<file path="src/rtl/traffic_pkg.sv">
// Shared types and constants for the intersection sequencer: state encoding,
// signal-head aspects and default phase timings.
package traffic_pkg;

  typedef enum logic [3:0] {
    NS_LEFT    = 4'd0,
    NS_GREEN   = 4'd1,
    NS_YELLOW  = 4'd2,
    ALL_RED_NS = 4'd3,
    EW_LEFT    = 4'd4,
    EW_GREEN   = 4'd5,
    EW_YELLOW  = 4'd6,
    ALL_RED_EW = 4'd7,
    ALL_STOP   = 4'd8
  } state_e;

  // Direction that held right-of-way when a preemption was accepted.
  typedef enum logic {
    DIR_NS = 1'b0,
    DIR_EW = 1'b1
  } dir_e;

  // Head encoding {left, green, yellow, red}; the protected left keeps red lit.
  localparam logic [3:0] LIGHT_LEFT   = 4'b1001;
  localparam logic [3:0] LIGHT_GREEN  = 4'b0100;
  localparam logic [3:0] LIGHT_YELLOW = 4'b0010;
  localparam logic [3:0] LIGHT_RED    = 4'b0001;

  localparam int LEFT_T_DEF   = 5;
  localparam int GREEN_T_DEF  = 10;
  localparam int YELLOW_T_DEF = 3;
  localparam int ALLRED_T_DEF = 2;
  localparam int CW_DEF       = 5;

endpackage

</file>
<file path="src/rtl/intersection_controller_phase_timer.sv">
// Phase timer: counts cycles in the current state against a loaded duration.
// In saturate mode the count parks at dur-1 instead of restarting.
module phase_timer #(
  parameter int CW = 5
) (
  input  logic          clock,
  input  logic          reset_n,
  input  logic          clear,
  input  logic          sat,
  input  logic [CW-1:0] dur,
  output logic          done
);

  localparam logic [CW-1:0] ONE = {{(CW-1){1'b0}}, 1'b1};

  logic [CW-1:0] cnt_q, cnt_d;

  assign done = (cnt_q >= (dur - ONE));

  always_comb begin
    cnt_d = cnt_q;
    if (clear) begin
      cnt_d = '0;
    end else if (done) begin
      cnt_d = sat ? cnt_q : '0;
    end else begin
      cnt_d = cnt_q + ONE;
    end
  end

  always_ff @(posedge clock or negedge reset_n) begin
    if (!reset_n) begin
      cnt_q <= '0;
    end else begin
      cnt_q <= cnt_d;
    end
  end

endmodule

</file>
<file path="src/rtl/intersection_controller.sv">
// Four-way intersection sequencer with all-red clearance and emergency stop.
// Optional macro LEFT_SENSE_EN adds left-turn demand inputs that can skip LEFT phases.
module intersection_controller
  import traffic_pkg::*;
#(
  parameter int LEFT_T   = LEFT_T_DEF,
  parameter int GREEN_T  = GREEN_T_DEF,
  parameter int YELLOW_T = YELLOW_T_DEF,
  parameter int ALLRED_T = ALLRED_T_DEF,
  parameter int CW       = CW_DEF
) (
  input  logic       clock,
  input  logic       reset_n,
  input  logic       emergency,
`ifdef LEFT_SENSE_EN
  input  logic       left_req_ns,
  input  logic       left_req_ew,
`endif
  output logic [3:0] ns_out,
  output logic [3:0] ew_out,
  output logic [3:0] phase,
  output logic       emergency_ack
);

  localparam logic [CW-1:0] LEFT_D   = LEFT_T[CW-1:0];
  localparam logic [CW-1:0] GREEN_D  = GREEN_T[CW-1:0];
  localparam logic [CW-1:0] YELLOW_D = YELLOW_T[CW-1:0];
  localparam logic [CW-1:0] ALLRED_D = ALLRED_T[CW-1:0];

  state_e state_q, state_d;
  state_e ns_entry, ew_entry;
  dir_e   last_dir_q, last_dir_d;
  logic   pend_stop_q, pend_stop_d;
  logic   done;

  function automatic logic [CW-1:0] dur_of(state_e s);
    case (s)
      NS_LEFT, EW_LEFT:     dur_of = LEFT_D;
      NS_GREEN, EW_GREEN:   dur_of = GREEN_D;
      NS_YELLOW, EW_YELLOW: dur_of = YELLOW_D;
      default:              dur_of = ALLRED_D;
    endcase
  endfunction

  phase_timer #(.CW(CW)) u_timer (
    .clock   (clock),
    .reset_n (reset_n),
    .clear   (state_d != state_q),
    .sat     (state_q == ALL_STOP),
    .dur     (dur_of(state_q)),
    .done    (done)
  );

`ifdef LEFT_SENSE_EN
  logic lreq_ns_q, lreq_ns_d;
  logic lreq_ew_q, lreq_ew_d;

  assign ns_entry = lreq_ns_q ? NS_LEFT : NS_GREEN;
  assign ew_entry = lreq_ew_q ? EW_LEFT : EW_GREEN;

  // Demand is sticky until the direction is next granted right-of-way.
  always_comb begin
    lreq_ns_d = lreq_ns_q | left_req_ns;
    lreq_ew_d = lreq_ew_q | left_req_ew;
    if ((state_d != state_q) && (state_d == NS_LEFT || state_d == NS_GREEN)) begin
      lreq_ns_d = 1'b0;
    end
    if ((state_d != state_q) && (state_d == EW_LEFT || state_d == EW_GREEN)) begin
      lreq_ew_d = 1'b0;
    end
  end

  always_ff @(posedge clock or negedge reset_n) begin
    if (!reset_n) begin
      lreq_ns_q <= 1'b0;
      lreq_ew_q <= 1'b0;
    end else begin
      lreq_ns_q <= lreq_ns_d;
      lreq_ew_q <= lreq_ew_d;
    end
  end
`else
  assign ns_entry = NS_LEFT;
  assign ew_entry = EW_LEFT;
`endif

  always_comb begin
    state_d     = state_q;
    pend_stop_d = pend_stop_q;
    last_dir_d  = last_dir_q;
    case (state_q)
      NS_LEFT, NS_GREEN: begin
        if (emergency) begin
          state_d     = NS_YELLOW;
          pend_stop_d = 1'b1;
          last_dir_d  = DIR_NS;
        end else if (done) begin
          state_d = (state_q == NS_LEFT) ? NS_GREEN : NS_YELLOW;
        end
      end
      NS_YELLOW: begin
        if (emergency) begin
          pend_stop_d = 1'b1;
          last_dir_d  = DIR_NS;
        end
        if (done) begin
          state_d = (pend_stop_q || emergency) ? ALL_STOP : ALL_RED_NS;
        end
      end
      ALL_RED_NS: begin
        if (emergency) begin
          state_d    = ALL_STOP;
          last_dir_d = DIR_NS;
        end else if (done) begin
          state_d = ew_entry;
        end
      end
      EW_LEFT, EW_GREEN: begin
        if (emergency) begin
          state_d     = EW_YELLOW;
          pend_stop_d = 1'b1;
          last_dir_d  = DIR_EW;
        end else if (done) begin
          state_d = (state_q == EW_LEFT) ? EW_GREEN : EW_YELLOW;
        end
      end
      EW_YELLOW: begin
        if (emergency) begin
          pend_stop_d = 1'b1;
          last_dir_d  = DIR_EW;
        end
        if (done) begin
          state_d = (pend_stop_q || emergency) ? ALL_STOP : ALL_RED_EW;
        end
      end
      ALL_RED_EW: begin
        // This clearance follows EW service, so EW counts as the served side.
        if (emergency) begin
          state_d    = ALL_STOP;
          last_dir_d = DIR_EW;
        end else if (done) begin
          state_d = ns_entry;
        end
      end
      ALL_STOP: begin
        pend_stop_d = 1'b0;
        if (done && !emergency) begin
          state_d = (last_dir_q == DIR_NS) ? ew_entry : ns_entry;
        end
      end
      default: begin
        state_d = ALL_RED_EW;
      end
    endcase
  end

  always_ff @(posedge clock or negedge reset_n) begin
    if (!reset_n) begin
      state_q     <= ALL_RED_EW;
      pend_stop_q <= 1'b0;
      last_dir_q  <= DIR_NS;
    end else begin
      state_q     <= state_d;
      pend_stop_q <= pend_stop_d;
      last_dir_q  <= last_dir_d;
    end
  end

  // Moore decode: heads depend on the state register alone.
  always_comb begin
    ns_out        = LIGHT_RED;
    ew_out        = LIGHT_RED;
    emergency_ack = 1'b0;
    case (state_q)
      NS_LEFT:   ns_out = LIGHT_LEFT;
      NS_GREEN:  ns_out = LIGHT_GREEN;
      NS_YELLOW: ns_out = LIGHT_YELLOW;
      EW_LEFT:   ew_out = LIGHT_LEFT;
      EW_GREEN:  ew_out = LIGHT_GREEN;
      EW_YELLOW: ew_out = LIGHT_YELLOW;
      ALL_STOP:  emergency_ack = 1'b1;
      default:   ;
    endcase
  end

  assign phase = state_q;

endmodule

</file>
<file path="config.mk">
export PLATFORM = sky130hd
export DESIGN_NAME = intersection_controller
export DESIGN_NICKNAME = d
export VERILOG_FILES = /design/src/rtl/traffic_pkg.sv /design/src/rtl/intersection_controller_phase_timer.sv /design/src/rtl/intersection_controller.sv
export SDC_FILE = /design/constraint.sdc
export NUM_CORES = 1
export LEC_CHECK = 0
export CAP_MARGIN = 30
export CORE_MARGIN = 4
export CORE_UTILIZATION = 35
export DETAILED_ROUTE_END_ITERATION = 8
export PLACE_DENSITY = 0.55
export SLEW_MARGIN = 20
export SYNTH_ARGS = -nofsm -noshare
export SYNTH_HDL_FRONTEND = slang
export SYNTH_SLANG_ARGS = --single-unit
export TNS_END_PERCENT = 20
</file>
<file path="constraint.sdc">
create_clock -name clock -period 3.3 [get_ports clock]
set_input_delay 0.495 -clock clock [delete_from_list [all_inputs] [get_ports clock]]
set_output_delay 0.495 -clock clock [all_outputs]
set_load 0.03 [all_outputs]
</file>
==> out/metrics.yaml, run 1 <==
worst_hold_path:
  holdPathStages: 1
  hp-class: "register to register"
cts:
  cts_sinks: 11
  clk_pin_slew_worst_paths_ns: 0.07
  post_cts_buffers: 0
  insertion_delay_ns: 0.28
  clockRootBuffer: "clkbuf_4"
  clock_tree.buffer_depth: 2
  ctsHoldBuffers: 0
  htree_levels: 1
  cts_resized: 0
  cts_tree: "built"
  cts-buffers-inserted: 3
floorplan:
  rows: 18
  die_y_um: 58.8
  fp.dieW_um: 58.8
  initial_core_util_pct: 36.5
  pin_count: 16
  dieArea_um2: 3460
  coreArea_um2: 2480
logic_synthesis:
  synth_top_family_by_area: "simple AND/OR/NAND/NOR gates"
  yosys.area_share.simple_pct: 28.4
  ys_seq_elements: 11
  async_reset_ff_share_pct: 100
  synth_xor_area_share_pct: 0.970
  synth_nets: 123
  syn_avg_cell_area_um2: 7.99
  synth-adder-area-share_pct: 9.70
  synth_cells: 113
  synth_compound_area_share_pct: 21.2
  synth_area_um2: 903
  yosys_most_used_dff: "dfrtp_1"
  seq_area_frac_synth_pct: 30.9
  muxShareOfSynthArea_pct: 3.46
  synth_edf_count: 0
  yosys_warnings: 0
  ys_types: 34
timing:
  fin_setup_tns_ns: 0
  drv_slew: 0
  worst_slack_ns: 0.423
  relSlewSlack_pct: 65.2
  rsz0062_at_grt: "no"
  holdWs_ns: 0.522
  setup_viol: 0
  finalCriticalPeriod_ns: 2.88
  hold_viol_final: 0
  clock_skew_ns: 0.00336
  fmax_mhz: 348
  post-route-period-util_pct: 87.2
  worst_slew_pin_slew_ns: 0.520
final_layout:
  nNetsFinal: 138
  final_core_util_pct: 44.3
  area_growth_pct: 21.6
  insertedDiodeCount: 0
  drive_above_1_share_pct: 10.2
power:
  p_comb_share_pct: 67.4
  vdd.ir_drop.worst_v: 0.000510
  p_int_uw: 561
  clkPwrFrac_pct: 8.4
  power.leakage_nw: 0.451
  p_sw_share_pct: 50.8
  finalPower_mw: 1.14
  seqPwrFrac_pct: 24.2
  p_per_area_nw_per_um2: 1040
  switchingPower_uw: 579
route:
  final_antenna_net_count: 0
  route.vias.total: 878
  drt-initial-drc-count: 26
  wire_per_inst_um: 14.3
  drc: 0
  vias_per_cell: 5.59
  wl_um: 2240
  drt_pass1_iterations: 5
setup_path:
  crit_type: "register to register"
  critPathCaptureType: "register"
  ff2ff_path_depth: 8
  crit_arrival_ns: 3.07
  path_max_fanout: 15
  required_ns: 3.49
  cp-start-kind: "register"
status:
  status: "finished, final reports clean"
grt:
  grt_pass1_wl_um: 3930
  antenna_found_initial: 0
  grt_max_degree: 16
  grt_overflow: 0
  groute.usage.overall_pct: 14.8
  first_global_vias: 878
placement:
  gp_congestion: 0.805
  place_hpwl_um: 1640
  dp_slack_ns: 0.465
  portBuffers: 15
run:
  maxCapViolCount: 0
area by class of cell:
type,count,area (µm²)
Clock buffer,4,26.3
Fill cell,264,1380
Inverter,3,11.3
Multi-Input combinational cell,92,579
Sequential cell,11,279
Tap cell,30,37.5
Timing Repair Buffer,17,165
power groups by stage:
stage	Sequential [mW]	Clock [mW]	Combinational, mW
4_1_cts	0.275	0.0984	0.772
2_1_floorplan	0.275	0	0.564
5_1_grt	0.291	0.107	0.842
3_5_place_dp	0.277	0	0.765
6_report	0.276	0.0953	0.769
3_3_place_gp	0.275	0	0.763
metal layers:
layer	up-vias	global-route usage, %	routed length, µm
met5	-	0	0
met1	411	19.6	1090
met4	0	7.44	47
met2	20	22.9	1010
li1	442	-	-
met3	5	2.85	87
per-stage QoR:
step           instances  instance area (µm²)
6_report             157                 1100
5_1_grt              157                 1100
4_1_cts              157                 1100
3_5_place_dp         153                 1070
3_3_place_gp         153                 1070
2_1_floorplan        113                  903
flip-flops by register name (all words and copies together) (netlist names):
signal / count
u_timer.cnt_q: 5
phase: 4
last_dir_q: 1
pend_stop_q: 1
logic make-up after synthesis:
group           after synthesis
compound gates               30
xor+xnor                      1
fa+ha+maj                     7
buf+inv                      10
flops                        11
mux                           3
other cells                   1
simple gates                 50
path summary, 6_finish.rpt:
path                       startpoint          endpoint  slack (ns)
setup / recovery             phase[0]  u_timer.cnt_q[4]        0.42
hold / removal             last_dir_q        last_dir_q        0.52
setup reg to reg             phase[0]  u_timer.cnt_q[4]        0.42
hold reg to reg            last_dir_q        last_dir_q        0.52
max in group asynchronous     reset_n          phase[0]        2.38
min in group asynchronous     reset_n          phase[3]        0.56
cells in the final DEF (no fill, tap or decap), types with 2 or more instances in the layout:
cell type	n
nand3_1	11
mux2i_1	2
nand2_1	7
nor2b_1	2
a211oi_1	3
nand2b_1	2
o22ai_1	2
nand3b_1	2
or2_2	2
inv_1	3
dfrtp_1	8
clkbuf_4	3
ha_1	7
o21ai_0	6
dfstp_2	3
a31oi_1	5
clkdlybuf4s50_1	15
a21o_1	2
nor3_1	5
nor2_1	12
a21oi_1	7
buf_4	2
or3_1	3
synth_stat cells (all sizes together), types with 5 or more instances:
master | number | area (µm²)
nand2 | 7 | 26.3
nor2 | 12 | 45.0
nor3 | 5 | 25.0
o21ai | 6 | 30.0
a21oi | 8 | 43.8
nand3 | 11 | 55.1
ha | 7 | 87.6
clkbuf | 6 | 22.5
dfrtp | 8 | 200
a31oi | 5 | 31.3
worst max-delay path, cell delays in order (launching register included):
cell,delay [ns]
dfstp_2,0.67
or2_2,0.24
nor2_1,0.08
ha_1,0.30
ha_1,0.27
a2111o_1,0.43
a21o_1,0.28
or3_1,0.38
a31oi_1,0.15
Note: power is estimated with default switching activity, not from simulation.
==> run 2: changes to the inputs <==
- CELL_PAD_IN_SITES_DETAIL_PLACEMENT: not set -> 0
- CELL_PAD_IN_SITES_GLOBAL_PLACEMENT: not set -> 1
- PLACE_DENSITY: 0.55 -> 0.71
==> out/metrics.yaml, run 2 (synthesis results as in run 1) <==
status:
  status: "finished, final reports clean"
timing:
  worst_slack_ns: 0.437
  finalCriticalPeriod_ns: 2.86
  fin_setup_tns_ns: 0
  worst_slew_pin_slew_ns: 0.533
  setup_viol: 0
  drv_slew: 0
  relSlewSlack_pct: 64.3
  fmax_mhz: 349
  clock_skew_ns: 0.00347
  rsz0062_at_grt: "no"
  hold_viol_final: 0
  post-route-period-util_pct: 86.7
final_layout:
  final_cells: 157
  insertedDiodeCount: 0
  fill_cells: 263
  area_growth_pct: 21.6
  drive_above_1_share_pct: 10.2
  final_cell_mix: "clkdlybuf4s50_1 (15), nor2_1 (12), nand3_1 (11)"
  regMostFlops: "u_timer.cnt_q"
  final_core_util_pct: 44.3
  multi_input_area_um2: 579
  largest_register_ffs: 5
  nNetsFinal: 138
  final_common_cell: "clkdlybuf4s50_1"
  seq_area_um2: 279
  stdcell_area_um2: 1100
placement:
  place_hpwl_um: 1670
  dp_slack_ns: 0.430
  placed_cells: 153
  place_area_um2: 1070
  portBuffers: 15
  gp_congestion: 0.790
grt:
  first_global_vias: 901
  groute.usage.overall_pct: 15.2
  grt_max_degree: 16
  grt_pass1_wl_um: 4110
  antenna_found_initial: 0
  grt_overflow: 0
power:
  power.leakage_nw: 0.451
  vdd.ir_drop.worst_v: 0.000472
  p_per_area_nw_per_um2: 1030
route:
  wl_um: 2220
  wire_per_inst_um: 14.1
  final_antenna_net_count: 0
  vias_per_cell: 5.49
  drt_pass1_iterations: 4
  route.vias.total: 862
  drt-initial-drc-count: 30
  drc: 0
floorplan:
  initial_core_util_pct: 36.5
  die_y_um: 58.8
  rows: 18
  pin_count: 16
  dieArea_um2: 3460
  fp.dieW_um: 58.8
  coreArea_um2: 2480
cts:
  post_cts_buffers: 0
  cts-buffers-inserted: 3
  cts_tree: "built"
  insertion_delay_ns: 0.27
  clock_tree.buffer_depth: 2
  cts_sinks: 11
  ctsHoldBuffers: 0
  clk_pin_slew_worst_paths_ns: 0.08
  clockRootBuffer: "clkbuf_4"
  htree_levels: 1
  cts_resized: 0
setup_path:
  crit_type: "register to register"
  path_max_fanout: 15
  max_stage_delay_ns: 0.67
  cp_cell_sequence: "or2_2 -> nor2_1 -> ha_1 -> ha_1 -> a2111o_1 -> a21o_1 -> or3_1 -> a31oi_1"
  critPathCaptureType: "register"
  regToRegSetupSlack_ns: 0.44
  crit_slowest_cell: "dfstp_2"
  cp-start-kind: "register"
  cpMostUsedCell: "ha_1"
  required_ns: 3.49
  crit_arrival_ns: 3.05
worst_hold_path:
  hp-class: "register to register"
run:
  maxCapViolCount: 0
## run 2: cell counts in the layout (fill, tap and decap cells not counted)
No cell type changed its count.
## run 2: layout make-up
type | count | area share (%)
sequential | 11 | 25.4
clock buffer | 4 | 2.39
inverter | 3 | 1.03
timing repair buffer | 17 | 15.0
tap | 30 | 3.42
multi-input combinational | 92 | 52.7
## run 2: through the flow
step	total power, mW	hold WS [ns]
floorplan	0.839	0.199
detailed placement	1.04	0.505
CTS	1.14	0.523
global route	1.25	0.555
global placement	1.04	0.492
finish	1.13	0.518
## run 2: metal layers
| layer | part of all wire [%] | vias up | track usage (%) |
|---|---|---|---|
| met1 | 49 | 410 | 21.0 |
| met2 | 45 | 12 | 22.9 |
| met4 | 0.86 | 0 | 5.83 |
| met5 | 0 | - | 0 |
| li1 | - | 438 | - |
| met3 | 5.5 | 2 | 3.73 |
## run 2: power breakdown
group          leakage [nW]  switching [mW]  internal [mW]  total, mW
registers             0.133          0.0800          0.195      0.275
logic                 0.303           0.443          0.319      0.763
clock network        0.0150          0.0485         0.0467     0.0952
total                 0.451           0.572          0.561       1.13
## run 2: final timing paths
path	startpoint	to	depth (start not counted)
worst max-delay path	phase[0]	u_timer.cnt_q[3]	8
worst min-delay path	last_dir_q	last_dir_q	1
worst max register to register	phase[0]	u_timer.cnt_q[3]	8
worst min register to register	last_dir_q	last_dir_q	1
max in group asynchronous	reset_n	phase[2]	1
min in group asynchronous	reset_n	u_timer.cnt_q[2]	1
## run 2: worst max-delay path: cells and delay by family, from the launching register on
kind | cells | cell delay (ns)
AOI/OAI and AO/OA | 3 | 0.86
DFF | 1 | 0.67
and+or+nand+nor | 3 | 0.67
adders and majority gates | 2 | 0.58
==> run 3: changes to the inputs <==
- MAX_ROUTING_LAYER: not set -> met4
==> out/metrics.yaml, run 3 (synthesis results as in run 1) <==
status:
  status: "finished, final reports clean"
run:
  maxCapViolCount: 0
cts:
  cts_sinks: 11
  cts_resized: 0
  post_cts_buffers: 0
  htree_levels: 1
  insertion_delay_ns: 0.27
  ctsHoldBuffers: 0
  clock_tree.buffer_depth: 2
  cts_tree: "built"
  cts-buffers-inserted: 3
  clk_pin_slew_worst_paths_ns: 0.08
  clockRootBuffer: "clkbuf_4"
setup_path:
  required_ns: 3.49
  cpMostUsedCell: "ha_1"
  cp-start-kind: "register"
  max_stage_delay_ns: 0.67
  cp_cell_sequence: "or2_2 -> nor2_1 -> ha_1 -> ha_1 -> a2111o_1 -> a21o_1 -> or3_1 -> a31oi_1"
  regToRegSetupSlack_ns: 0.44
  reg2reg_to: "u_timer.cnt_q[3]"
  critPathCaptureType: "register"
  path_max_fanout: 15
  crit_arrival_ns: 3.05
  r2r-start: "phase[0]"
  ff2ff_path_depth: 8
  crit_slowest_cell: "dfstp_2"
  crit_type: "register to register"
final_layout:
  final_cell_mix: "clkdlybuf4s50_1 (15), nor2_1 (12), nand3_1 (11)"
  area_growth_pct: 21.6
  drive_above_1_share_pct: 10.2
  insertedDiodeCount: 0
  largest_register_ffs: 5
  regMostFlops: "u_timer.cnt_q"
  fill_cells: 263
  stdcell_area_um2: 1100
  final_common_cell: "clkdlybuf4s50_1"
  nNetsFinal: 138
power:
  p_per_area_nw_per_um2: 1030
  finalPower_mw: 1.13
  switchingPower_uw: 572
  p_int_uw: 561
  p_comb_share_pct: 67.3
  vdd.ir_drop.worst_v: 0.000472
  clkPwrFrac_pct: 8.4
  p_sw_share_pct: 50.5
  seqPwrFrac_pct: 24.3
  power.leakage_nw: 0.451
worst_hold_path:
  holdCritStartpoint: "last_dir_q"
  hp-class: "register to register"
  holdPathStages: 1
  hold_end: "last_dir_q"
floorplan:
  die_y_um: 58.8
  fp.dieW_um: 58.8
  pin_count: 16
  coreArea_um2: 2480
  dieArea_um2: 3460
  rows: 18
  initial_core_util_pct: 36.5
route:
  final_antenna_net_count: 0
  route.vias.total: 862
  drt-initial-drc-count: 27
  wl_um: 2220
  drt_pass1_iterations: 4
  wire_per_inst_um: 14.1
  vias_per_cell: 5.49
  drc: 0
grt:
  grt_max_degree: 16
  grt_pass1_wl_um: 4110
  first_global_vias: 902
  groute.usage.overall_pct: 15.7
  grt_overflow: 0
  antenna_found_initial: 0
timing:
  clock_skew_ns: 0.00347
  post-route-period-util_pct: 86.7
  fmax_mhz: 349
  worst_slew_pin_slew_ns: 0.533
  setup_viol: 0
  relSlewSlack_pct: 64.4
  hold_viol_final: 0
  drv_slew: 0
  finalCriticalPeriod_ns: 2.86
  fin_setup_tns_ns: 0
  rsz0062_at_grt: "no"
placement:
  gp_congestion: 0.801
  place_hpwl_um: 1670
  portBuffers: 15
  place_area_um2: 1070
## run 3: cell counts in the layout (fill, tap and decap cells not counted)
Identical to the previous run, type by type.
## run 3: power by group through the flow
stage / clock network, mW / logic, mW / registers (mW)
finish: 0.0951 / 0.763 / 0.275
CTS: 0.0992 / 0.770 / 0.275
global route: 0.107 / 0.851 / 0.293
floorplan: 0 / 0.564 / 0.275
detailed placement: 0 / 0.767 / 0.277
global placement: 0 / 0.761 / 0.277
## run 3: how the worst max path moves through the flow
stage                         from               end  slack [ns]
after floorplan           phase[3]  u_timer.cnt_q[3]        0.46
after global placement    phase[0]  u_timer.cnt_q[3]        0.52
after detailed placement  phase[0]  u_timer.cnt_q[3]        0.43
after CTS                 phase[0]  u_timer.cnt_q[3]        0.43
after global routing      phase[0]  u_timer.cnt_q[3]        0.27
final                     phase[0]  u_timer.cnt_q[3]        0.44
## run 3: stage by stage
step                setup WS, ns  util [%]  hold WS [ns]  instances
floorplan                  0.459         -         0.199        113
global placement           0.522      43.3         0.492        153
detailed placement         0.430      43.3         0.505        153
CTS                        0.427      44.3         0.523        157
global route               0.268      44.3         0.555        157
finish                     0.437      44.3         0.518        157
## run 3: critical path, delay by kind of cell (launching register included)
family          cells  cell delay, ns
compound gates      3            0.86
flops               1            0.67
simple gates        3            0.67
fa+ha+maj           2            0.58
## run 3: final cells by class
class / count / area (µm²) / share of cell area, %
inverters: 3 / 11.3 / 1.03
well taps: 30 / 37.5 / 3.42
clock buffers: 4 / 26.3 / 2.39
flip-flops and latches: 11 / 279 / 25.4
multi-input cells: 92 / 579 / 52.7
repair buffers: 17 / 165 / 15.0
## run 3: metal layers
layer | share of wire [%] | global-route usage [%]
met5 | 0 | -
met4 | 0.99 | 5.83
met3 | 5.0 | 3.29
met2 | 44 | 22.9
met1 | 50 | 21.3
